`src/rtl/pt2272_decoder_param.sv`:
```
// pt2272_decoder_param: receives PT2262-format serial frames, checks the
// tri-state address against a_val/a_flt and presents confirmed data with a
// valid-transmission flag that times out when matching frames stop.
module pt2272_decoder_param #(
  parameter int N_ADDR      = 8,
  parameter int N_DATA      = 4,
  parameter int ALPHA_CLKS  = 100,
  parameter int CONFIRM     = 2,
  parameter int LATCH       = 1,
  parameter int HOLD_FRAMES = 4
) (
  input  logic              clk,
  input  logic              reset,
  input  logic              cod_i,
  input  logic [N_ADDR-1:0] a_val,
  input  logic [N_ADDR-1:0] a_flt,
  output logic [N_DATA-1:0] d,
  output logic              vt,
  output logic              dv_pulse,
  output logic              err_pulse
);

  localparam int N_SYM  = N_ADDR + N_DATA;
  localparam int FW     = 2 * N_SYM;
  localparam int SAT_I  = 128 * ALPHA_CLKS;
  localparam int CW     = $clog2(SAT_I + 1);
  localparam int HOLD_I = HOLD_FRAMES * (N_SYM + 1) * 32 * ALPHA_CLKS;
  localparam int HW     = $clog2(HOLD_I + 1);
  localparam int SW     = $clog2(N_SYM + 1);
  localparam int CFW    = $clog2(CONFIRM + 1);

  localparam logic [CW-1:0]  W_SAT     = CW'(SAT_I);
  localparam logic [CW-1:0]  W_S_LO    = CW'(2 * ALPHA_CLKS);
  localparam logic [CW-1:0]  W_S_HI    = CW'(6 * ALPHA_CLKS);
  localparam logic [CW-1:0]  W_L_LO    = CW'(8 * ALPHA_CLKS);
  localparam logic [CW-1:0]  W_L_HI    = CW'(16 * ALPHA_CLKS);
  localparam logic [CW-1:0]  W_SYNC    = CW'(80 * ALPHA_CLKS);
  localparam logic [CW-1:0]  W_SYNC_M1 = CW'(80 * ALPHA_CLKS - 1);
  localparam logic [HW-1:0]  H_LOAD    = HW'(HOLD_I);
  localparam logic [SW-1:0]  SYM_LAST  = SW'(N_SYM - 1);
  localparam logic [CFW-1:0] CF_MAX    = CFW'(CONFIRM);

  typedef enum logic [1:0] {C_NONE = 2'd0, C_SHORT = 2'd1, C_LONG = 2'd2, C_ERR = 2'd3} cls_t;
  typedef enum logic [1:0] {HUNT = 2'd0, RECV = 2'd1, SYNC_WAIT = 2'd2, CHECK = 2'd3} state_t;

  // Width class of a finished high or low interval (sync-low handled separately).
  function automatic cls_t classify(input logic [CW-1:0] w);
    cls_t c;
    if (w >= W_S_LO && w < W_S_HI) begin
      c = C_SHORT;
    end else if (w >= W_L_LO && w < W_L_HI) begin
      c = C_LONG;
    end else begin
      c = C_ERR;
    end
    return c;
  endfunction

  logic            sync1_r, sync2_r, lvl_r;
  logic [CW-1:0]   cnt_r;
  cls_t            hi_cls_r, w_cls_s;
  state_t          state_r, state_n;
  logic [SW-1:0]   sym_cnt_r;
  logic            half_idx_r, half_r;
  logic [FW-1:0]   frame_r;
  logic [CFW-1:0]  conf_r, conf_n;
  logic [N_DATA-1:0] prev_r, data_s;
  logic [HW-1:0]   hold_r;
  logic            edge_s, fall_s, rise_s, sync_hit_s;
  logic            hi_bad_s, pair_bad_s, bit_ok_s, bit_val_s, sync_ok_s;
  logic            err_s, take_half_s, shift_s, clr_s, match_s, accept_s;
  logic [1:0]      sym_s;

  // A low longer than the sync threshold is reported once, when it crosses
  // the threshold, so an idle-low line still completes the trailing sync.
  assign edge_s     = (sync2_r != lvl_r);
  assign fall_s     = edge_s & lvl_r;
  assign rise_s     = edge_s & ~lvl_r & (cnt_r < W_SYNC);
  assign sync_hit_s = ~edge_s & ~lvl_r & (cnt_r == W_SYNC_M1);

  // Synchronize the input, measure each level length, remember the last high class.
  always_ff @(posedge clk or posedge reset) begin
    if (reset) begin
      sync1_r  <= 1'b0;
      sync2_r  <= 1'b0;
      lvl_r    <= 1'b0;
      cnt_r    <= '0;
      hi_cls_r <= C_NONE;
    end else begin
      sync1_r <= cod_i;
      sync2_r <= sync1_r;
      if (edge_s) begin
        lvl_r <= sync2_r;
        cnt_r <= CW'(1);
      end else if (cnt_r != W_SAT) begin
        cnt_r <= cnt_r + CW'(1);
      end
      if (fall_s) begin
        hi_cls_r <= w_cls_s;
      end
    end
  end

  // Turn finished intervals into half-bit, sync and error events.
  always_comb begin
    w_cls_s    = classify(cnt_r);
    hi_bad_s   = fall_s && (w_cls_s == C_ERR);
    sync_ok_s  = sync_hit_s && (hi_cls_r == C_SHORT);
    bit_ok_s   = 1'b0;
    bit_val_s  = 1'b0;
    pair_bad_s = 1'b0;
    if (rise_s) begin
      if (hi_cls_r == C_SHORT && w_cls_s == C_LONG) begin
        bit_ok_s = 1'b1;
      end else if (hi_cls_r == C_LONG && w_cls_s == C_SHORT) begin
        bit_ok_s  = 1'b1;
        bit_val_s = 1'b1;
      end else begin
        pair_bad_s = 1'b1;
      end
    end else begin
      pair_bad_s = 1'b0;
    end
  end

  // Frame FSM state register.
  always_ff @(posedge clk or posedge reset) begin
    if (reset) begin
      state_r <= HUNT;
    end else begin
      state_r <= state_n;
    end
  end

  // Frame FSM next state and datapath controls.
  always_comb begin
    state_n     = state_r;
    err_s       = 1'b0;
    take_half_s = 1'b0;
    shift_s     = 1'b0;
    clr_s       = 1'b0;
    case (state_r)
      HUNT: begin
        if (sync_ok_s) begin
          state_n = RECV;
          clr_s   = 1'b1;
        end else begin
          state_n = HUNT;
        end
      end
      RECV: begin
        if (hi_bad_s || pair_bad_s || sync_hit_s) begin
          err_s   = 1'b1;
          state_n = HUNT;
        end else if (bit_ok_s) begin
          if (!half_idx_r) begin
            take_half_s = 1'b1;
          end else if ({half_r, bit_val_s} == 2'b10) begin
            err_s   = 1'b1;
            state_n = HUNT;
          end else begin
            shift_s = 1'b1;
            if (sym_cnt_r == SYM_LAST) begin
              state_n = SYNC_WAIT;
            end else begin
              state_n = RECV;
            end
          end
        end else begin
          state_n = RECV;
        end
      end
      SYNC_WAIT: begin
        if (sync_ok_s) begin
          state_n = CHECK;
        end else if (hi_bad_s || pair_bad_s || sync_hit_s || bit_ok_s) begin
          err_s   = 1'b1;
          state_n = HUNT;
        end else begin
          state_n = SYNC_WAIT;
        end
      end
      CHECK: begin
        state_n = RECV;
        clr_s   = 1'b1;
      end
      default: begin
        state_n = HUNT;
      end
    endcase
  end

  // Assemble half-bits into symbols and shift them into the frame register.
  always_ff @(posedge clk or posedge reset) begin
    if (reset) begin
      sym_cnt_r  <= '0;
      half_idx_r <= 1'b0;
      half_r     <= 1'b0;
      frame_r    <= '0;
    end else if (clr_s) begin
      sym_cnt_r  <= '0;
      half_idx_r <= 1'b0;
    end else if (take_half_s) begin
      half_r     <= bit_val_s;
      half_idx_r <= 1'b1;
    end else if (shift_s) begin
      frame_r    <= {frame_r[FW-3:0], half_r, bit_val_s};
      sym_cnt_r  <= sym_cnt_r + SW'(1);
      half_idx_r <= 1'b0;
    end
  end

  // Address/data compare and confirm-count update for the CHECK cycle.
  // Symbol codes in frame_r: 2'b00 = '0', 2'b11 = '1', 2'b01 = 'F'.
  always_comb begin
    match_s = 1'b1;
    data_s  = '0;
    sym_s   = 2'b00;
    for (int i = 0; i < N_ADDR; i++) begin
      sym_s   = frame_r[2*(N_DATA+i) +: 2];
      match_s = match_s & (a_flt[i] ? (sym_s == 2'b01) : (sym_s == {2{a_val[i]}}));
    end
    for (int j = 0; j < N_DATA; j++) begin
      sym_s     = frame_r[2*j +: 2];
      data_s[j] = sym_s[1];
      match_s   = match_s & (sym_s != 2'b01);
    end
    if (!match_s) begin
      conf_n = '0;
    end else if (conf_r != '0 && data_s == prev_r) begin
      conf_n = (conf_r == CF_MAX) ? CF_MAX : conf_r + CFW'(1);
    end else begin
      conf_n = CFW'(1);
    end
    accept_s = (state_r == CHECK) && match_s && (conf_n == CF_MAX);
  end

  // Confirm tracking, output registers and the valid-transmission hold timer.
  always_ff @(posedge clk or posedge reset) begin
    if (reset) begin
      d         <= '0;
      vt        <= 1'b0;
      dv_pulse  <= 1'b0;
      err_pulse <= 1'b0;
      conf_r    <= '0;
      prev_r    <= '0;
      hold_r    <= '0;
    end else begin
      dv_pulse  <= accept_s;
      err_pulse <= err_s;
      if (err_s) begin
        conf_r <= '0;
      end else if (state_r == CHECK) begin
        conf_r <= conf_n;
      end
      if (state_r == CHECK && match_s) begin
        prev_r <= data_s;
      end
      if (accept_s) begin
        d      <= data_s;
        vt     <= 1'b1;
        hold_r <= H_LOAD;
      end else if (vt && hold_r == HW'(1)) begin
        vt     <= 1'b0;
        hold_r <= '0;
        if (LATCH == 0) begin
          d <= '0;
        end
      end else if (vt) begin
        hold_r <= hold_r - HW'(1);
      end
    end
  end

endmodule

```
`config.mk`:
```
export PLATFORM = sky130hd
export DESIGN_NAME = pt2272_decoder_param
export DESIGN_NICKNAME = d
export VERILOG_FILES = /design/src/rtl/pt2272_decoder_param.sv
export SDC_FILE = /design/constraint.sdc
export NUM_CORES = 1
export LEC_CHECK = 0
export BUFFER_PORTS_ARGS = -buffer_cell sky130_fd_sc_hd__buf_2
export CAP_MARGIN = 10
export CORE_MARGIN = 10
export CORE_UTILIZATION = 50
export DETAILED_ROUTE_END_ITERATION = 16
export GPL_ROUTABILITY_DRIVEN = 0
export GPL_TIMING_DRIVEN = 0
export HOLD_SLACK_MARGIN = 0.12
export PLACE_DENSITY = 0.69
export SYNTH_ARGS = -nofsm -noshare
export SYNTH_HDL_FRONTEND = slang
export SYNTH_SLANG_ARGS = --single-unit
```
`constraint.sdc`:
```
create_clock -name clk -period 3.42 [get_ports clk]
set_input_delay 0.684 -clock clk [delete_from_list [all_inputs] [get_ports clk]]
set_output_delay 0.684 -clock clk [all_outputs]
set_load 0.02 [all_outputs]
```
==> qor.csv <==
stage,metric,value,unit
status,outcome,completed,
die,core.rowCount,34,
sta,slew_violations,0,
layout,area_growth_syn_to_layout,11.42,%
sta,hold_viol_final,0,
critical_path,slowest_stage,nor4_2,
power_and_ir_drop,power_leakage,2.196,nW
layout,fin_nets,522,
yosys,synth_cell_types,61,
yosys,syn-cell-area,4448,µm²
critical_path,path_cells,"inv_1, ha_1, or4b_1, nor4_2, a31oi_1, o221ai_2, buf_6, mux2_1",
min_path,hp-class,input pin to async pin,
yosys,synth_edf_count,0,
critical_path,cp.depth,8,
clock_tree,tritoncts,done,
die,die_x,114.3,µm
yosys,async_reset_ff_share,100.0,%
detailed_routing,postRouteAntennaNets,0,
die,die-area,13070,µm²
global_routing,grt_usage,14.59,%
clock_tree,cts.sinks,82,
layout,layout-drive-gt1-share,13.97,%
detailed_routing,viasPerCell,5.744,
yosys,syn_nets,485,
sta,tns,0,ps
sta,relSlewSlack,41.59,%
detailed_routing,avgRoutedWirePerCell,15.34,µm
yosys,yosysTopAreaCellShare,46.13,%
placement,numPortBuffers,25,
yosys,synthTopCellsByArea,"dfrtp_1 (46%), ha_1 (3.9%), mux2_1 (3.8%)",
die,start_util,51.25,%
clock_tree,htree_levels,3,
critical_path,criticalPathCategory,flip-flop to flip-flop,
global_routing,antenna_found_initial,0,
placement,hpwlAfterDp,6849,µm
yosys,netlist_instances,452,
global_routing,grt_max_degree,59,
critical_path,r2r_cells,8,
run,drv_cap,0,
yosys,ys_seq_area_share,46.13,%
power_and_ir_drop,peakVddDrop,0.2388,mV
detailed_routing,num_vias,3458,
yosys,synthMostInstantiatedCell,dfrtp_1,
detailed_routing,dr.first_iter.drc_count,239,
clock_tree,clockRootBuffer,clkbuf_8,
yosys,ys_seq_elements,82,
global_routing,grt_pass1_vias,3352,
global_routing,overflow,0,
clock_tree,clk_path_buf_depth,2,
critical_path,crit_fanout,10,
clock_tree,post_cts_buffers,0,
sta,period_share,86.15,%
sta,worst_pin_slew,870.2,ps
detailed_routing,drc,0,
sta,rsz0062_at_grt,false,
clock_tree,insertion_delay,360,ps
die,io_pins,26,
yosys,ys.flop_type,dfrtp_1,
yosys,syn_avg_cell_area,9.841,µm²
clock_tree,cts_buffers,9,
critical_path,start_kind,flip-flop,
sta,setup_viol_count_final,0,
critical_path,required,3660,ps
layout,finalNonFillerCells,602,
sta,fin_skew,14.61,ps
power_and_ir_drop,power_density,402.0,nW/µm²
sta,max_freq,339.4,MHz
detailed_routing,drt_wl_total,9232,µm
layout,diodes,0,
detailed_routing,dr.pass1.iters,4,
power_and_ir_drop,finalPower,0.001992,W
clock_tree,clk_pin_slew,90,ps
critical_path,cpPeakStageDelay,510,ps
die,fp.dieH,114.3,µm
clock_tree,cts_hold_buf,0,
sta,fin_crit,2946,ps
placement,place_inst,586,
yosys,yosys-top-cells-count,"dfrtp_1 (82), nor2_1 (43), nand2_1 (29)",
die,coreArea,8678,µm²
critical_path,crit_buf_inv,2,
clock_tree,post_cts_resized,0,
yosys,yosysTopAreaCell,dfrtp_1,
critical_path,cp.arrival,3190,ps
yosys,synth_warnings,0,
critical_path,crit_family,simple AND/OR/NAND/NOR gates,
critical_path,crit_path_end_kind,flip-flop,
global_routing,grt_pass1_wl,15810,µm
-- cell families after synthesis --
group / after synthesis / synth area share, %
AOI/OAI and AO/OA: 104 / 15.70
xor gates and xnor gates: 16 / 3.151
adders and majority gates: 14 / 3.938
buffers and inverters: 45 / 4.416
DFF: 82 / 46.13
muxes: 25 / 6.245
and+or+nand+nor: 166 / 20.42
-- worst paths after layout --
path,startpoint,to,slack (ps)
min in group clk,sync1_r$_DFF_PP0_,sync2_r$_DFF_PP0_,350
setup / recovery,sync2_r$_DFF_PP0_,frame_r[1]$_DFFE_PP0P_,470
max in group asynchronous,reset,hold_r[7]$_DFFE_PP0P_,2560
hold reg to reg,sync1_r$_DFF_PP0_,sync2_r$_DFF_PP0_,350
hold / removal,reset,frame_r[12]$_DFFE_PP0P_,290
setup reg to reg,sync2_r$_DFF_PP0_,frame_r[1]$_DFFE_PP0P_,470
-- final cells by class --
| class | count | area [µm²] |
|---|---|---|
| Buffer | 17 | 91.34 |
| Clock buffer | 10 | 127.6 |
| Clock inverter | 6 | 90.09 |
| Fill cell | 786 | 3722 |
| Inverter | 28 | 107.6 |
| Multi-Input combinational cell | 325 | 2200 |
| Sequential cell | 82 | 2052 |
| Tap cell | 108 | 135.1 |
| Timing Repair Buffer | 26 | 152.6 |
-- layer usage --
metal / GRT usage (%) / vias to the layer above / routed length [µm]
met2: 23.58 / 56 / 4484
met3: 3.354 / 16 / 281
met1: 18.61 / 1677 / 4292
li1: - / 1709 / -
met5: 0 / - / 0
met4: 5.430 / 0 / 174
-- flip-flops by register name (all words and copies together) (netlist names), 2 cells and up --
name / count
conf_r: 2
sym_cnt_r: 4
hi_cls_r: 2
frame_r: 24
prev_r: 4
hold_r: 18
cnt_r: 14
d: 4
state_r: 2
-- worst reg2reg max path, stage by stage (launching register included) --
cell and delay, ps:
dfrtp_1 410, inv_1 90, ha_1 150, or4b_1 490, nor4_2 510, a31oi_1 230
o221ai_2 420, buf_6 220, mux2_1 330
-- through the flow --
step	hold slack [ps]	util, %	area, µm²	worst slack, ps
final	288.7	57.11	4956	473.8
after global routing	306.9	57.11	4956	308.8
after CTS	295.1	57.11	4956	473.4
after detailed placement	339.5	54.60	4738	355.2
after floorplan	331.2	-	4448	627.6
after global placement	342.2	54.25	4708	-324.8
-- report_power, final --
| group | leakage [nW] | switching (W) | internal (W) | total [W] |
|---|---|---|---|---|
| registers | 1.05 | 0.0000251 | 0.000998 | 0.00102 |
| logic | 1.03 | 0.000127 | 0.0000711 | 0.000198 |
| clock network | 0.107 | 0.000357 | 0.000414 | 0.000771 |
| total | 2.20 | 0.000509 | 0.00148 | 0.00199 |
-- cell usage in the layout, fill, tap and decap left out, types with 4 or more instances in the layout --
master and n:
a21oi_1 21, mux2_1 15, nand2b_1 8, nor3_1 24, nor4_1 5, o21ai_0 23, nand4_1 6, or3_1 8
nand2_1 29, o41ai_1 4, xor2_1 7, nand3_1 17, mux2_2 7, ha_1 14, o22ai_1 4, nor2_1 43
xnor2_1 9, inv_1 27, a22o_1 9, clkbuf_1 8, o21ai_1 13, clkbuf_8 9, dfrtp_1 82, buf_2 32
(Power assumes the default switching activity.)
